$ cat src/rtl/flappy_game_ctrl.sv
// flappy_game_ctrl: frame-stepped Flappy Bird controller with bird physics, scrolling pipe, collision and score
module flappy_game_ctrl #(
  parameter int SCREEN_H   = 480,
  parameter int SCREEN_W   = 640,
  parameter int BIRD_X     = 305,
  parameter int BIRD_SIZE  = 30,
  parameter int PIPE_W     = 50,
  parameter int GAP_H      = 140,
  parameter int GRAVITY    = 1,
  parameter int FLAP_V     = 8,
  parameter int VMAX       = 12,
  parameter int PIPE_SPEED = 2,
  parameter int OVER_HOLD  = 60
) (
  input  logic       clk,
  input  logic       rst_n,
  input  logic       frame_tick,
  input  logic       flap,
  output logic       start_game,
  output logic       end_game,
  output logic [9:0] bird_y,
  output logic [9:0] pipe_x,
  output logic [8:0] gap_top,
  output logic [7:0] score
);
  typedef enum logic [1:0] {START, PLAY, OVER} state_t;
  localparam int HW = $clog2(OVER_HOLD + 1);
  localparam logic [9:0] Y0 = 10'd225;
  localparam logic [9:0] FLOOR = 10'(SCREEN_H - BIRD_SIZE);
  localparam logic [9:0] PX0 = 10'(SCREEN_W);
  localparam logic [9:0] SPD = 10'(PIPE_SPEED);
  localparam logic [9:0] PASS = 10'(BIRD_X - PIPE_W);
  localparam logic [9:0] BX_R = 10'(BIRD_X + BIRD_SIZE);
  localparam logic [8:0] GT0 = 9'd205;
  localparam logic signed [11:0] GRV = 12'(GRAVITY);
  localparam logic signed [11:0] FLV = 12'(FLAP_V);
  localparam logic signed [11:0] VMX = 12'(VMAX);
  localparam logic [HW-1:0] HOLD_MAX = HW'(OVER_HOLD);
  state_t state, state_n;
  logic flap_q, pending, pend_now, hold_done, hit, collide, pass_pipe, wrap;
  logic [7:0] lfsr, sc_n, sc_d;
  logic [HW-1:0] hold, hold_n;
  logic signed [5:0] vel, vel_d;
  logic signed [11:0] vel_w, v_inc, v_next, y_new;
  logic [9:0] by_n, by_d, px_n, px_d;
  logic [8:0] gt_n, gt_d;
  logic [10:0] px_end, by_end, gap_end;
  // a press landing in the same cycle as the tick still counts for that frame
  assign pend_now = pending | (flap & ~flap_q);
  assign hold_done = hold == HOLD_MAX;
  assign start_game = state == START;
  assign end_game = state == OVER;
  assign vel_w = {{6{vel[5]}}, vel};
  assign v_inc = vel_w + GRV;
  assign v_next = pend_now ? -FLV : (v_inc > VMX ? VMX : v_inc);
  assign y_new = $signed({2'b00, bird_y}) + v_next;
  assign hit = y_new[11] || y_new > $signed({2'b00, FLOOR});
  assign by_n = y_new[11] ? 10'd0 : (y_new > $signed({2'b00, FLOOR}) ? FLOOR : y_new[9:0]);
  assign wrap = pipe_x < SPD;
  assign px_n = wrap ? PX0 : pipe_x - SPD;
  assign gt_n = wrap ? 9'd40 + {1'b0, lfsr} : gap_top;
  assign pass_pipe = pipe_x >= PASS && px_n < PASS;
  assign sc_n = score + 8'(pass_pipe && score != 8'hFF);
  assign px_end = {1'b0, px_n} + 11'(PIPE_W);
  assign by_end = {1'b0, by_n} + 11'(BIRD_SIZE);
  assign gap_end = {2'b00, gt_n} + 11'(GAP_H);
  assign collide = px_n < BX_R && px_end > 11'(BIRD_X) && ({1'b0, by_n} < {2'b00, gt_n} || by_end > gap_end);
  // per-frame game step: everything holds unless frame_tick is high
  always_comb begin
    state_n = state;
    vel_d = vel;
    by_d = bird_y;
    px_d = pipe_x;
    gt_d = gap_top;
    sc_d = score;
    hold_n = hold;
    if (frame_tick)
      case (state)
        START: if (pend_now) begin
          state_n = PLAY;
          vel_d = v_next[5:0];
          by_d = by_n;
        end
        PLAY: begin
          state_n = hit || collide ? OVER : PLAY;
          vel_d = v_next[5:0];
          by_d = by_n;
          px_d = px_n;
          gt_d = gt_n;
          sc_d = sc_n;
          hold_n = '0;
        end
        OVER: if (hold_done && pend_now) begin
          state_n = START;
          vel_d = '0;
          by_d = Y0;
          px_d = PX0;
          gt_d = GT0;
          sc_d = '0;
          hold_n = '0;
        end else hold_n = hold_done ? hold : hold + HW'(1);
        default: state_n = START;
      endcase
  end
  // state, physics and flap bookkeeping registers; the LFSR free-runs every cycle
  always_ff @(posedge clk or negedge rst_n)
    if (!rst_n) begin
      state <= START;
      vel <= '0;
      bird_y <= Y0;
      pipe_x <= PX0;
      gap_top <= GT0;
      score <= '0;
      hold <= '0;
      flap_q <= 1'b0;
      pending <= 1'b0;
      lfsr <= 8'hA5;
    end else begin
      state <= state_n;
      vel <= vel_d;
      bird_y <= by_d;
      pipe_x <= px_d;
      gap_top <= gt_d;
      score <= sc_d;
      hold <= hold_n;
      flap_q <= flap;
      pending <= !frame_tick && !(state == OVER && !hold_done) && pend_now;
      lfsr <= {lfsr[6:0], lfsr[7] ^ lfsr[5] ^ lfsr[4] ^ lfsr[3]};
    end
endmodule

$ cat config.mk
export PLATFORM = sky130hd
export DESIGN_NAME = flappy_game_ctrl
export DESIGN_NICKNAME = d
export VERILOG_FILES = /design/src/rtl/flappy_game_ctrl.sv
export SDC_FILE = /design/constraint.sdc
export NUM_CORES = 1
export LEC_CHECK = 0
export CAP_MARGIN = 20
export CORE_MARGIN = 8
export CORE_UTILIZATION = 50
export CTS_CLUSTER_SIZE = 10
export DETAILED_ROUTE_END_ITERATION = 8
export GPL_ROUTABILITY_DRIVEN = 1
export GPL_TIMING_DRIVEN = 0
export PLACE_DENSITY = 0.8
export SYNTH_ARGS = -nofsm -noshare
export SYNTH_HDL_FRONTEND = slang
export SYNTH_SLANG_ARGS = --single-unit
$ cat constraint.sdc
create_clock -name clk -period 13.5 [get_ports clk]
set_input_delay 3.375 -clock clk [delete_from_list [all_inputs] [get_ports clk]]
set_output_delay 3.375 -clock clk [all_outputs]
set_load 0.02 [all_outputs]
Word-level counts from Yosys, hierarchy flattened. Cells that the tools add are included.

Bits in registers: 61. Bits in latches: 0. Memory bits (writable): 0. ROM bits: 0. Input bits: 4. Output and inout port bits: 39. Logic and storage cells: 87. Memories: 0.

Add/subtract/negate cells: 9. Multipliers: 0. Divide/modulo/power cells: 0. $lt $le $gt $ge: 9. Equal/unequal tests: 7. Shifts and indexed selects: 0. Mux-type cells: 25. Bitwise logic cells: 6. Reduce and logical (&&, ||, !) cells: 21.

Operators with widths (count): 10-bit 2-to-1 mux (6); 10-bit case mux with 3 select lines (1); 12-bit 2-to-1 mux (2); 6-bit 2-to-1 mux (4); 10-bit case mux with 2 select lines (1); 9-bit 2-to-1 mux (2); 6-bit case mux with 3 select lines (1); 9-bit case mux with 2 select lines (1); 8-bit case mux with 2 select lines (1); 11-bit by 12-bit adder with 12-bit output (1); 12-bit by 10-bit > comparator with 1-bit output, second input constant (1); 6-bit case mux with 2 select lines (1); 10-bit by 5-bit adder with 11-bit output, second input constant (1); 10-bit by 6-bit adder with 11-bit output, second input constant (1); 11-bit by 10-bit > comparator with 1-bit output (1); 11-bit by 9-bit > comparator with 1-bit output, second input constant (1); 9-bit by 8-bit adder with 10-bit output, second input constant (1); 10-bit by 8-bit greater-or-equal comparator with 1-bit output, second input constant (1); 10-bit by 2-bit < comparator with 1-bit output, second input constant (1); 10-bit by 8-bit < comparator with 1-bit output, second input constant (1); 10-bit by 9-bit < comparator with 1-bit output (1); 10-bit by 9-bit < comparator with 1-bit output, second input constant (1); 10-bit by 2-bit subtractor with 10-bit output, second input constant (1); 6-bit by 8-bit adder with 9-bit output, first input constant (1); 25 further kinds (43).

Longest topological paths before layout. Gate-level depths: netlist of run 1.

Word-level depth: 15. Gate-level depth with buffers: 30. Gate-level depth less buffers: 29.

Least setup slack after synthesis of run 1. No wires, ideal clock.

Path type: input -> register. From: input flap. To: register state[0]. Setup time: 78 ps. Arrival: 7608 ps. Required time: 13422 ps. Path slack: 5814 ps. Stages: 25. Path buffers: 1. Cell sequence: a21oi_1 > and2_1 > nand2_1 > ha_1 > buf_6 > and3_2 > a221oi_4 > o221ai_2 > xor2_1 > nor3_4 > nand2_1 > o21a_1 > inv_1 > ha_1 > nand2_1 > nand4b_4 > mux2i_1 > ha_1 > a21o_1 > a21o_1 > a21oi_1 > o211ai_1 > a22o_1 > nand3_1 > o2bb2ai_1.

Longest elaborated chain between the ends: 14. Elaborated cells between the ends (all ways): 20. Classes of those cells: 2 x add/sub; 3 x order compare; 2 x eq/ne; 5 x mux; 2 x bitwise; 6 x reduce/logical.

Ends and longest elaborated chain: from (decl) (line 18) `input logic flap,`; 1-bit AND (*) (line 49) `assign pend_now = pending | (flap & ~flap_q);`; 1-bit bitwise OR (*) (line 49); 12-bit 2-to-1 mux (line 55) `assign v_next = pend_now ? -FLV : (v_inc > VMX ? VMX : v_inc);`; 11-bit by 12-bit adder with 12-bit output (line 56) `assign y_new = $signed({2'b00, bird_y}) + v_next;`; 12-bit by 10-bit > comparator with 1-bit output (line 57, 58); 10-bit 2-to-1 mux (2 in a row) (line 58) `assign by_n = y_new[11] ? 10'd0 : (y_new > $signed({2'b00, FLOOR}) ? FLOOR : y_new[9:0]);`; 10-bit by 5-bit adder with 11-bit output (line 65) `assign by_end = {1'b0, by_n} + 11'(BIRD_SIZE);`; 11-bit by 10-bit > comparator with 1-bit output (line 67) `assign collide = px_n < BX_R && px_end > 11'(BIRD_X) && ({1'b0, by_n} < {2'b00, gt_n} || by_end > gap_end);`; 1-bit logical OR (line 67); 1-bit logical AND (line 67); 1-bit logical OR (line 85) `state_n = hit || collide ? OVER : PLAY;`; 2-bit 2-to-1 mux (line 85); 2-bit case mux with 3 select lines (line 78) `case (state)`; to (signal assigned) (line 119) `state <= state_n;`; to (decl) (line 39) `state_t state, state_n;`.

Mark *: on every way between the ends. The rest lies on a longest branch, timed or not. A chain may end at the register's enable or synchronous reset.

Worst setup path in the final report of run 1. Same ends and word-level chain as after synthesis.

==> run metrics, run 1 <==
initial core utilization=between 50 and 60%; vias per inst=~6.0; period utilization=a little over three fifths; initial drt markers=300; clk_lat worst skew=~350 ps; CP arrival=8820 ps; Final min period=between 8000 and 9000 ps; final setup violating endpoints=0; Die Y=approximately 110 um; Post-route DRC=0; sequential area share after synthesis=between 30% and 40%; outcome=complete, no violations; cell with the most instances after synthesis=nand2_1; Synth top cells by count=52 x nand2_1, 51 x nor2_1, 46 x dfrtp_1; syn_nets=a little under 600; CTS tree=done; I/O Buffers=42; P per Cell Area=roughly 280 mW/mm2; die area=approximately 0.013 mm2; Sum Neg Setup Slack=0 ps; worst hold path startpoint=lfsr[1]; Yosys reg bits=61; Global Route Usage Sum=between 10% and 20%; Max-slew headroom=46.5%; cell taking the most area after synthesis=dfrtp_1; clock skew=approximately 7.7 ps; WS Path Type=in -> reg; Netlist cell types=73; CP endpoint kind=register; Post-synth EDFFs=0; Root Buffer Master=clkbuf_8; Mapped Cells=roughly 540; startpoint types=input pin; GRT overflow=0; Yosys top cell area share=about a quarter; Slew Limit Fails=0; Post-CTS Hold Fix Bufs=0; Ant. Diodes=0; routed vias=4281; area grow syn2layout=16.2%; I/O Pins=43; CTS sink count=61; RSZ-0062 raised after global routing=no; leakage=2.42 nW; synth warn=0; pin count of the biggest net entering global routing=39; Peak Freq=approximately 120 MHz; Routed WL=roughly 12000 um; number of buffers created by CTS=9; Post-synth top flop=dfrtp_1; first-pass GRT wire length=20000 um; Post-Syn Area=approximately 0.0047 mm2; Synth area leaders=dfrtp_1 24%, ha_1 12%, dfstp_2 8.3%; die width=about 110 um; Hold Slack=395 ps; Worst setup startpoint=flap; worst hold path type=reg -> reg; routability-driven placement congestion ratio=0.883; clk slew on worst S/H paths=70 ps; vias in the first global route=4299; peak supply drop=approximately 0.10 mV; worst r2r src=vel[0]; TritonRoute pass-1 iters=5; Fin. Hold Viols=0; share of layout cells above drive strength 1=about a tenth; Post-DRT Antenna Nets=0; max-cap violations=0; Bufs on Longest Clock Path=2; initial antenna violation count=0; Core ar.=0.00920 mm2; average size of a mapped cell=8.74 um2; CTS H-tree depth=3; # rows=35; routed len/inst=roughly 16 um; Setup Buffers After CTS=0; worst slew pin tran=approximately 800 ps; Final Net Count=roughly 650; Critical Path RT=between 10000 and 15000 ps; final non-filler cell total=between 700 and 800; ys async rst share=between 90% and 100%; HPWL reported at the end of detailed placement=slightly below 9000 um; placed cells=approximately 700; post-CTS resize count=0; Crit Path Max Fanout=9
worst paths after layout:
kind | endpoint | depth (start not counted) | slack [ps]
max in group asynchronous | bird_y[0] | 2 | 9800
worst max-delay path | state[0] | 25 | 4950
worst min-delay path | lfsr[2] | 0 | 400
worst min register to register | lfsr[2] | 0 | 400
worst max register to register | state[0] | 30 | 7200
min in group asynchronous | pipe_x[6] | 1 | 3030
through the flow:
step	instance area (um2)	total power [mW]	worst slack, ps	utilization [%]
floorplan	4740	1.10	5810	-
global placement	5300	1.33	4730	57.6
detailed placement	5310	1.37	4630	57.8
CTS	5500	1.55	4960	59.8
global route	5500	1.70	4580	59.8
finish	5500	1.55	4950	59.8
flip-flops by register name, indices dropped and copies added (netlist names):
signal   cells
lfsr         8
pipe_x      10
pending      1
vel          6
flap_q       1
state        2
hold         6
score        8
gap_top      9
bird_y      10
routing by layer:
metal / up-vias / wire, um / GRT usage (%)
met3: 17 / 658 / 4.53
met2: 106 / 5850 / 33.0
met5: - / 0 / 0
li1: 2076 / - / -
met4: 0 / 164 / 5.95
met1: 2082 / 4960 / 22.3
critical path, stage by stage:
cell and delay [ps]:
clkdlybuf4s50_1 440, a21oi_1 560, nand2_1 200, ha_1 330, buf_6 140, a21o_4 240, a31oi_4 140, a21oi_1 130
o311ai_0 510, a311o_2 260, nand2_1 80, o21a_1 230, inv_1 100, ha_1 210, nand2_1 120, nand4b_4 100
mux2i_1 210, ha_1 270, a21o_1 180, a21o_1 160, a21oi_1 210, o211ai_1 140, a22o_1 220, nand3_1 120
o2bb2ai_1 130
area by class of cell:
class | instances | area, um2
plain buffers | 21 | 101
clock buffers | 10 | 128
clock inverters | 6 | 63.8
fillers | 804 | 3690
inverters | 22 | 82.6
multi-input cells | 438 | 3010
flip-flops and latches | 61 | 1550
well taps | 111 | 139
repair buffers | 43 | 435
cell families after synthesis:
group	Yosys count	synth area share (%)
xor gates and xnor gates	35	6.47
AOI/OAI and AO/OA	151	22.2
buffers and inverters	43	3.88
muxes	9	1.90
and+or+nand+nor	197	20.8
DFF	61	32.6
other	1	0.0792
adders and majority gates	45	12.0
power breakdown:
part           leakage (nW)  total (mW)  switching (mW)  internal, mW
sequential            0.774       0.300          0.0598         0.241
combinational          1.56        1.09           0.641         0.444
clock                0.0923       0.164          0.0788        0.0849
total                  2.42        1.55           0.780         0.770
cell usage in the layout (no fill, tap or decap), types with 3 or more instances in the layout:
| cell type | netlist | routed |
|---|---|---|
| nand2_1 | 52 | 52 |
| nor2_1 | 51 | 51 |
| dfrtp_1 | 46 | 46 |
| ha_1 | 44 | 44 |
| a21oi_1 | 42 | 42 |
| clkdlybuf4s50_1 | 0 | 41 |
| o21ai_0 | 36 | 36 |
| inv_1 | 22 | 22 |
| xor2_1 | 18 | 18 |
| nor3_1 | 18 | 18 |
| xnor2_1 | 17 | 17 |
| nand3_1 | 15 | 15 |
| dfstp_2 | 15 | 15 |
| nand4_1 | 13 | 13 |
| clkbuf_1 | 10 | 11 |
| a22o_1 | 11 | 11 |
| mux2i_1 | 9 | 9 |
| nor2b_1 | 9 | 9 |
| clkbuf_8 | 0 | 9 |
| a21o_1 | 8 | 8 |
| and3_1 | 7 | 7 |
| buf_2 | 6 | 7 |
| and2_1 | 6 | 6 |
| a31oi_1 | 4 | 4 |
| o211ai_1 | 4 | 4 |
| o22ai_1 | 4 | 4 |
| nand2b_1 | 4 | 4 |
| o31ai_1 | 4 | 4 |
| buf_1 | 3 | 3 |
| or3_1 | 3 | 3 |
| o41ai_1 | 3 | 3 |
| nor3b_1 | 3 | 3 |
| or2_2 | 3 | 3 |
No activity file was read; power rests on OpenSTA's default activity.
==> inputs of run 2 (changes only) <==
clock period = 8 ns   (was 13.5 ns; I/O delays follow)
==> results of run 2 <==
The final DEF is identical to that of run 1. Status: complete, no violations.
Among the figures that moved: setup slack after placement 4630 ps -> 505 ps; setup slack after layout 4950 ps -> 826 ps; register-to-register setup slack 7200 ps -> 1700 ps; total power 1.55 mW -> 2.62 mW; worst IR drop on VDD 0.103 mV -> 0.174 mV
